## src/rtl/bnn_pkg.sv

```systemverilog
// Shared constants for the binarized-network front end: pixel format,
// binarization threshold and derived packing geometry.
package bnn_pkg;

    localparam int unsigned INPUT_DATA_WIDTH = 8;
    localparam int unsigned IMAGE_PIXELS     = 784;
    localparam int unsigned BIN_THRESHOLD    = 128;
    localparam int unsigned IN_LANES         = 8;
    localparam int unsigned OUT_WIDTH        = 64;

    localparam int unsigned WORDS_PER_IMAGE  = (IMAGE_PIXELS + OUT_WIDTH - 1) / OUT_WIDTH;
    localparam int unsigned BEATS_PER_WORD   = OUT_WIDTH / IN_LANES;

endpackage

```

## src/rtl/input_packer_if.sv

```systemverilog
// Valid/ready bundle for input_packer: raw pixel beats in, packed binary words out.
interface input_packer_if
    import bnn_pkg::*;
#(
    parameter int unsigned P_DATA_W = INPUT_DATA_WIDTH,
    parameter int unsigned P_LANES  = IN_LANES,
    parameter int unsigned P_OUT_W  = OUT_WIDTH
);

    logic                          in_valid;
    logic                          in_ready;
    logic [P_LANES*P_DATA_W-1:0]   in_data;
    logic                          in_last;
    logic                          out_valid;
    logic                          out_ready;
    logic [P_OUT_W-1:0]            out_data;
    logic                          out_last;

    // slave: the packer itself; master: the upstream/downstream environment
    modport slave (
        input  in_valid, in_data, in_last, out_ready,
        output in_ready, out_valid, out_data, out_last
    );

    modport master (
        output in_valid, in_data, in_last, out_ready,
        input  in_ready, out_valid, out_data, out_last
    );

endinterface

```

## src/rtl/binarize_input.sv

```systemverilog
// Per-pixel threshold stage: a pixel at or above the shared threshold maps to 1.
module binarize_input
    import bnn_pkg::*;
#(
    parameter int unsigned DATA_W = INPUT_DATA_WIDTH
) (
    input  logic [DATA_W-1:0] i_pixel,
    output logic              o_bit
);

    assign o_bit = (i_pixel >= DATA_W'(BIN_THRESHOLD));

endmodule

```

## src/rtl/input_packer.sv

```systemverilog
// Binarizes multi-pixel beats and packs the bits LSB-first into OUT_WIDTH-bit words,
// zero-padding the last word of each image. Optional in_last checking: INPUT_PACKER_LAST_CHECK_EN.
module input_packer
    import bnn_pkg::*;
#(
    parameter int unsigned P_DATA_W = INPUT_DATA_WIDTH,
    parameter int unsigned P_LANES  = IN_LANES,
    parameter int unsigned P_OUT_W  = OUT_WIDTH,
    parameter int unsigned P_PIXELS = IMAGE_PIXELS
) (
    input  logic           clk,
    input  logic           rst_n,
    input_packer_if.slave  bus,
    output logic           last_err
);

    localparam int unsigned BEATS_W  = P_OUT_W / P_LANES;
    localparam int unsigned CNT_W    = $clog2(P_PIXELS);
    localparam int unsigned SLOT_W   = (BEATS_W > 1) ? $clog2(BEATS_W) : 1;
    localparam int unsigned LAST_CNT = P_PIXELS - P_LANES;

    if ((P_OUT_W % P_LANES) != 0) begin : g_bad_out_width
        $error("OUT_WIDTH must be a multiple of IN_LANES");
    end
    if ((P_PIXELS % P_LANES) != 0) begin : g_bad_pixels
        $error("IMAGE_PIXELS must be a multiple of IN_LANES");
    end

    logic [CNT_W-1:0]   r_pix_cnt;
    logic [SLOT_W-1:0]  r_slot;
    logic [P_OUT_W-1:0] r_acc;
    logic [P_OUT_W-1:0] r_out_data;
    logic               r_out_valid;
    logic               r_out_last;

    logic [P_LANES-1:0] w_bits;
    logic [P_OUT_W-1:0] w_acc_next;
    logic               w_accept;
    logic               w_img_end;
    logic               w_word_full;
    logic               w_emit;

    for (genvar i = 0; i < P_LANES; i++) begin : g_lane
        binarize_input #(.DATA_W(P_DATA_W)) u_bin (
            .i_pixel (bus.in_data[i*P_DATA_W +: P_DATA_W]),
            .o_bit   (w_bits[i])
        );
    end

    // r_slot tracks (pix_cnt mod OUT_WIDTH) / IN_LANES without a general modulo
    assign w_accept    = bus.in_valid && bus.in_ready;
    assign w_img_end   = (r_pix_cnt == CNT_W'(LAST_CNT));
    assign w_word_full = (r_slot == SLOT_W'(BEATS_W - 1));
    assign w_emit      = w_word_full || w_img_end;
    assign w_acc_next  = r_acc | (P_OUT_W'(w_bits) << (r_slot * P_LANES));

    always_ff @(posedge clk or negedge rst_n) begin
        if (!rst_n) begin
            r_pix_cnt   <= '0;
            r_slot      <= '0;
            r_acc       <= '0;
            r_out_data  <= '0;
            r_out_valid <= 1'b0;
            r_out_last  <= 1'b0;
        end else begin
            if (w_accept) begin
                r_pix_cnt <= w_img_end ? '0 : r_pix_cnt + CNT_W'(P_LANES);
                if (w_emit) begin
                    r_acc  <= '0;
                    r_slot <= '0;
                end else begin
                    r_acc  <= w_acc_next;
                    r_slot <= r_slot + SLOT_W'(1);
                end
            end
            // a new load wins over an accept of the previous word on the same edge
            if (w_accept && w_emit) begin
                r_out_data  <= w_acc_next;
                r_out_valid <= 1'b1;
                r_out_last  <= w_img_end;
            end else if (bus.out_ready) begin
                r_out_valid <= 1'b0;
            end
        end
    end

    assign bus.in_ready  = !r_out_valid || bus.out_ready;
    assign bus.out_valid = r_out_valid;
    assign bus.out_data  = r_out_data;
    assign bus.out_last  = r_out_last;

`ifdef INPUT_PACKER_LAST_CHECK_EN
    logic r_last_err;

    // sticky: upstream marker disagrees with the internal boundary
    always_ff @(posedge clk or negedge rst_n) begin
        if (!rst_n) begin
            r_last_err <= 1'b0;
        end else if (w_accept && (bus.in_last != w_img_end)) begin
            r_last_err <= 1'b1;
        end
    end

    assign last_err = r_last_err;
`else
    assign last_err = 1'b0;
`endif

endmodule

```

## src/flat_wrapper.sv

```systemverilog
// flat-port wrapper written by rule: the top's interface ports become plain ports
module input_packer_flat import bnn_pkg::*;
#(
    parameter int unsigned P_DATA_W = INPUT_DATA_WIDTH,
    parameter int unsigned P_LANES  = IN_LANES,
    parameter int unsigned P_OUT_W  = OUT_WIDTH,
    parameter int unsigned P_PIXELS = IMAGE_PIXELS
)
  (clk, rst_n, last_err, bus_in_valid, bus_in_data, bus_in_last, bus_out_ready, bus_in_ready, bus_out_valid, bus_out_data, bus_out_last);
  input_packer_if #(.P_DATA_W(P_DATA_W), .P_LANES(P_LANES), .P_OUT_W(P_OUT_W)) bus_i ();
  input  logic clk;
  input  logic rst_n;
  output logic last_err;
  input wire logic [$bits(bus_i.in_valid)-1:0] bus_in_valid;
  input wire logic [$bits(bus_i.in_data)-1:0] bus_in_data;
  input wire logic [$bits(bus_i.in_last)-1:0] bus_in_last;
  input wire logic [$bits(bus_i.out_ready)-1:0] bus_out_ready;
  output wire logic [$bits(bus_i.in_ready)-1:0] bus_in_ready;
  output wire logic [$bits(bus_i.out_valid)-1:0] bus_out_valid;
  output wire logic [$bits(bus_i.out_data)-1:0] bus_out_data;
  output wire logic [$bits(bus_i.out_last)-1:0] bus_out_last;
  assign bus_i.in_valid = bus_in_valid;
  assign bus_i.in_data = bus_in_data;
  assign bus_i.in_last = bus_in_last;
  assign bus_i.out_ready = bus_out_ready;
  assign bus_in_ready = bus_i.in_ready;
  assign bus_out_valid = bus_i.out_valid;
  assign bus_out_data = bus_i.out_data;
  assign bus_out_last = bus_i.out_last;
  input_packer #(.P_DATA_W(P_DATA_W), .P_LANES(P_LANES), .P_OUT_W(P_OUT_W), .P_PIXELS(P_PIXELS)) u_core (.clk(clk), .rst_n(rst_n), .bus(bus_i), .last_err(last_err));
endmodule
```

## config.mk

```make
export PLATFORM = sky130hd
export DESIGN_NAME = input_packer_flat
export DESIGN_NICKNAME = d
export VERILOG_FILES = /design/src/rtl/bnn_pkg.sv /design/src/rtl/input_packer_if.sv /design/src/rtl/binarize_input.sv /design/src/rtl/input_packer.sv /design/src/flat_wrapper.sv
export SDC_FILE = /design/constraint.sdc
export NUM_CORES = 1
export LEC_CHECK = 0
export ABC_AREA = 1
export CAP_MARGIN = 20
export CORE_MARGIN = 4
export CORE_UTILIZATION = 60
export CTS_CLUSTER_DIAMETER = 150
export DETAILED_ROUTE_END_ITERATION = 6
export DONT_BUFFER_PORTS = 1
export PLACE_DENSITY_LB_ADDON = 0.3
export SLEW_MARGIN = 20
export SYNTH_ARGS = -nofsm -noshare
export SYNTH_HDL_FRONTEND = slang
export SYNTH_SLANG_ARGS = --single-unit
```

## constraint.sdc

```tcl
create_clock -name clk -period 3.7 [get_ports clk]
set_clock_uncertainty 0.15 [all_clocks]
set_input_delay 1.11 -clock clk [delete_from_list [all_inputs] [get_ports clk]]
set_output_delay 1.11 -clock clk [all_outputs]
set_load 0.1 [all_outputs]
```

## Word level (Yosys, flattened, before mapping)

Cells that the tools add are included.

| cells by class | value |
|---|---|
| $add $sub $neg | 2 |
| order comparisons | 8 |
| eq/ne operators | 2 |
| shifts and indexed selects | 1 |
| mux-type cells | 5 |
| bitwise operators | 1 |
| reductions and logical operators | 6 |

Operator list:

| cell | number |
|---|---|
| $ge 8x8->1 const B | 8 |
| $mux 64 | 1 |
| $or 64x64->64 | 1 |
| $shl 8x6->64 | 1 |
| $add 10x4->10 const B | 1 |
| $eq 10x10->1 const B | 1 |
| $mux 10 | 1 |
| $add 3x1->3 const B | 1 |
| $eq 3x3->1 const B | 1 |
| $mux 3 | 1 |
| $logic_and 1x1->1 | 2 |
| $logic_or 1x1->1 | 2 |
| $mux 1 | 2 |
| $reduce_bool 2->1 | 1 |
| $logic_not 1->1 | 1 |

| storage, ports and cells | value |
|---|---|
| register bits after elaboration | 143 |
| input port bits | 69 |
| output and inout port bits | 68 |
| logic and storage cells | 31 |

## Logic depth before layout (Yosys ltp)

| logic depth | value |
|---|---|
| word-level depth | 5 |
| gate-level depth with buffers | 9 |
| mapped depth without buffers | 7 |

## Cells and area by module

Synthesis repeated with hierarchy kept, for this count alone.

| unflattened totals | value |
|---|---|
| cell total of the unflattened synthesis | 859 |
| area, all modules | 6742.7 um2 |

Modules (own cells, without submodules):

| module | times used | cells an instance | area each (um2) | sequential area each (um2) |
|---|---|---|---|---|
| input_packer | 1 | 851 | 6712.7 | 3503.4 |
| binarize_input | 8 | 1 | 3.8 | 0.0 |

## Worst setup path before layout

Ideal clock, no wire load.

| timing path | value |
|---|---|
| kind | input-to-reg |
| start point | in bus_out_ready |
| end point | reg u_core.r_out_data[18], in the netlist u_core.bus.out_data[18] |
| setup time | 122 ps |
| data arrival time | 2792 ps |
| data required time | 3428 ps |
| setup slack | 636 ps |
| cell stages on the path | 9 |
| path buffers | 2 |
| cells stage by stage | inv_1 > nand2_1 > nand2_1 > inv_1 > nand2_2 > buf_4 > buf_2 > nand2_1 > nand2_1 |

| between the ends | value |
|---|---|
| cells in the longest elaborated chain, start to end | 3 |

Ends and longest elaborated chain:

| what | RTL line | text |
|---|---|---|
| start, declared | flat_wrapper.sv:17 | `input wire logic [$bits(bus_i.out_ready)-1:0] bus_out_ready;` |
| $logic_or 1x1->1 | input_packer.sv:87 | `assign bus.in_ready = !r_out_valid \|\| bus.out_ready;` |
| via bus_in_ready | flat_wrapper.sv:18 | `output wire logic [$bits(bus_i.in_ready)-1:0] bus_in_ready;` |
| $logic_and 1x1->1 | input_packer.sv:51 | `assign w_accept = bus.in_valid && bus.in_ready;` |
| $logic_and 1x1->1 | input_packer.sv:77 | `if (w_accept && w_emit) begin` |
| end signal, assigned | input_packer.sv:78 | `r_out_data <= w_acc_next;` |
| end, declared | input_packer.sv:32 | `logic [P_OUT_W-1:0] r_out_data;` |

The timed path passes the listed nets, and every way through them passes these cells.
A chain may end at the register's enable or synchronous reset.

## Worst setup path after layout

| timing path | value |
|---|---|
| start point | reg u_core.r_out_valid, in the netlist u_core.bus.out_valid |
| end point | out bus_in_ready |

| between the ends | value |
|---|---|
| cells in the longest elaborated chain, start to end | 2 |

Ends and longest elaborated chain:

| what | RTL line | text |
|---|---|---|
| start, declared | input_packer.sv:33 | `logic r_out_valid;` |
| start signal, assigned | input_packer.sv:63 | `r_out_valid <= 1'b0;` |
| start signal, assigned | input_packer.sv:79 | `r_out_valid <= 1'b1;` |
| start signal, assigned | input_packer.sv:82 | `r_out_valid <= 1'b0;` |
| $logic_not 1->1 | input_packer.sv:87 |  |
| $logic_or 1x1->1 | input_packer.sv:87 |  |
| end, declared | flat_wrapper.sv:18 |  |

Every way passes these cells.

==> key figures <==
Floorplanning
  • Core Region: 10,800 sq um
  • Die width: 113 um
  • Die H: around 110 um
  • Die area: 12,800 sq um
  • Initial Util: between 60 and 70%
  • IO Count: 137
  • Row count: 38

Global routing
  • Vias in the first global route: approximately 5,200
  • Remaining global-route overflow: 0
  • Pin count of the biggest net entering global routing: 141
  • First-pass GRT wire length: 25,500 um
  • Initial antenna violation count: 0
  • GRT Total Usage: 24.8%

Cells and area
  • Layout cells sized above 1: 5.48%
  • Fill cells: 850
  • Nets: 880
  • Ant diodes: 0
  • Syn-to-layout area delta: 9.70%

Detailed routing
  • Initial DRC Count: 565
  • DRT Pass-1 Iters: 5
  • Drt via density: 5.56
  • DRT Wirelength: 15,100 um
  • Routed WL per cell: about 16 um
  • DRC: 0
  • Antenna Violating Nets Remaining: 0
  • Vias: 5,344

Setup path
  • Crit-path max cell delay: 0.35 ns
  • CP most frequent cell: buf_4
  • CP Class: register to output pin
  • Slowest-stage cell, CP: dfrtp_1
  • Origin of the critical flop-to-flop path: u_core.r_slot[2]$_DFFE_PN0N_
  • CP Capture Type: output pin
  • Crit-path cells: buf_4 > nand2_1 > buf_4
  • Critical Path Source: u_core.bus.out_valid$_DFFE_PN0P_
  • Worst EP required: 2.44 ns
  • CP max FO: 3
  • CP Launch Type: register
  • WP data arrival: 1.56 ns

STA
  • Final hold vios: 0
  • Max Fclk: ~0.35 GHz
  • Period utilization: 76.3%
  • Setup WS post-layout: 0.877 ns
  • RSZ-0062 raised after global routing: false
  • Normalized max-slew margin: 33.3%
  • Tmin final: 2.82 ns
  • Worst-margin pin slew: 1.00 ns
  • Max-slew violation count: 0
  • Finish-stage setup viols: 0
  • Hold_ws: 0.123 ns
  • Fin Setup TNS: 0 ns

Yosys
  • Syn_nets: approximately 900
  • Post-synth EDFFs: 0
  • Cell count after synthesis: 846
  • Synth area leaders: dfrtp_1 53%, nand2_1 16%, inv_1 7.8%
  • Library cells used by synthesis: 17
  • Sequential share of the synthesized area: a little over half
  • Ys async rst share: 100%
  • Top_reg_cell synth: dfrtp_1
  • Top cell type by total area after synthesis: dfrtp_1
  • Mapped Avg Cell Area: 7.81 sq um
  • Post-synth top area share: 53.0%
  • Yosys reg bits: 140
  • Count leader, synth: nand2_1
  • YS warnings: 0
  • Synth Cell Area: 6610 sq um
  • Top cells by count, synth: 281 x nand2_1, 140 x dfrtp_1, 137 x inv_1, 71 x nand3_1, 66 x o21ai_0

Clock network
  • TritonCTS clock tree: built
  • Setup Buffers After CTS: 0
  • CTS-repair resized insts: 0
  • CTS H-tree depth: 4
  • Sink Count: 140
  • Clock-pin slew on the worst setup and hold paths: 0.06 ns
  • CTS Root Cell: clkbuf_8
  • Num CTS Buffers: 17
  • Clock Tree Buf Depth: 2
  • Worst skew pair latency: 0.52 ns
  • CTS Hold Buffers Added: 0

Run status
  • Status: complete, no violations

Place
  • PortBufs: 0
  • Pre-CTS worst setup slack: 0.911 ns
  • Routability cong.: roughly 0.77
  • Detailed Place HPWL: 8560 um

Flow run
  • Max_cap viols: 0

Worst hold path
  • Min-Delay Path Class: primary input to asynchronous set/reset pin
## sequential cells by signal (all words and copies together) (netlist names)
signal                cells
u_core.bus.out_last       1
u_core.bus.out_data      64
u_core.r_slot             3
u_core.r_pix_cnt          7
u_core.r_acc             64
u_core.bus.out_valid      1
## layout make-up
cell class                      count  area, sq um  area share [%]
Clock inverter                     13          238            3.28
Timing Repair Buffer                9         80.1            1.11
Clock buffer                       19          442            6.10
Multi-Input combinational cell    503         2290            31.7
Tap cell                          140          175            2.42
Sequential cell                   140         3500            48.4
Inverter                          137          514            7.10
## layer usage
metal / vias to the layer above / GRT usage (%) / part of all wire (%)
met3: 31 / 8.98 / 8.9
met5: - / 0 / 0
met1: 2533 / 31.8 / 41
met4: 0 / 9.13 / 1.9
met2: 214 / 39.0 / 48
li1: 2566 / - / -
## placed cells by master, fill, tap and decap left out
| master | netlist | final |
|---|---|---|
| o22ai_1 | 2 | 2 |
| buf_12 | 0 | 1 |
| xor2_1 | 3 | 3 |
| nand2_4 | 0 | 1 |
| bufinv_16 | 0 | 6 |
| clkbuf_16 | 0 | 16 |
| inv_6 | 0 | 1 |
| o21bai_4 | 0 | 1 |
| clkbuf_8 | 0 | 3 |
| nand3_1 | 71 | 71 |
| clkinv_4 | 0 | 3 |
| nor2_1 | 8 | 8 |
| nand4_1 | 64 | 64 |
| inv_2 | 0 | 1 |
| buf_4 | 7 | 8 |
| dfrtp_1 | 140 | 140 |
| nand2_1 | 281 | 280 |
| clkinvlp_4 | 0 | 3 |
| o21ai_0 | 66 | 66 |
| inv_1 | 137 | 136 |
| conb_1 | 1 | 1 |
| nand2_2 | 1 | 1 |
| ha_1 | 3 | 3 |
| a21oi_1 | 2 | 2 |
## path summary, 6_finish.rpt
check                                                 endpoint  slack [ns]  cells past startpoint
setup / recovery                                  bus_in_ready        0.88                      3
hold / removal             u_core.bus.out_data[12]$_DFFE_PN0P_        0.12                      0
setup reg to reg                   u_core.r_acc[4]$_DFFE_PN0N_        1.19                      6
hold reg to reg                u_core.r_pix_cnt[7]$_DFFE_PN0N_        0.39                      1
max in group asynchronous  u_core.bus.out_data[43]$_DFFE_PN0P_        3.05                      0
min in group clk               u_core.r_pix_cnt[7]$_DFFE_PN0N_        0.39                      1
## metrics by stage
| step | util, % | area, sq um | cells |
|---|---|---|---|
| final | 67.1 | 7250 | 961 |
| after global routing | 67.1 | 7250 | 961 |
| after CTS | 67.1 | 7250 | 961 |
| after detailed placement | 60.8 | 6570 | 929 |
| after global placement | 60.8 | 6570 | 929 |
| after floorplan | - | 6610 | 846 |
## worst max-delay path: cells and delay by family, from the launching register on
| kind | cells | cell delay [ns] |
|---|---|---|
| buffers and inverters | 2 | 0.53 |
| AND/OR/NAND/NOR | 1 | 0.15 |
| flip-flops | 1 | 0.35 |
## cells by family (layout without fill, tap and decap cells)
| group | count (synthesis) | in the layout | synth area share [%] |
|---|---|---|---|
| AO/OA/AOI/OAI | 71 | 71 | 5.51 |
| XOR/XNOR | 3 | 3 | 0.398 |
| adder cells (fa/ha/maj) | 3 | 3 | 0.568 |
| buffers and inverters | 203 | 178 | 12.5 |
| flip-flops | 140 | 140 | 53.0 |
| other | 1 | 1 | 0.0568 |
| AND/OR/NAND/NOR | 425 | 425 | 28.0 |
Power is not shown: default switching activity piles up to over one toggle a cycle in this logic, so the estimate is an artifact.
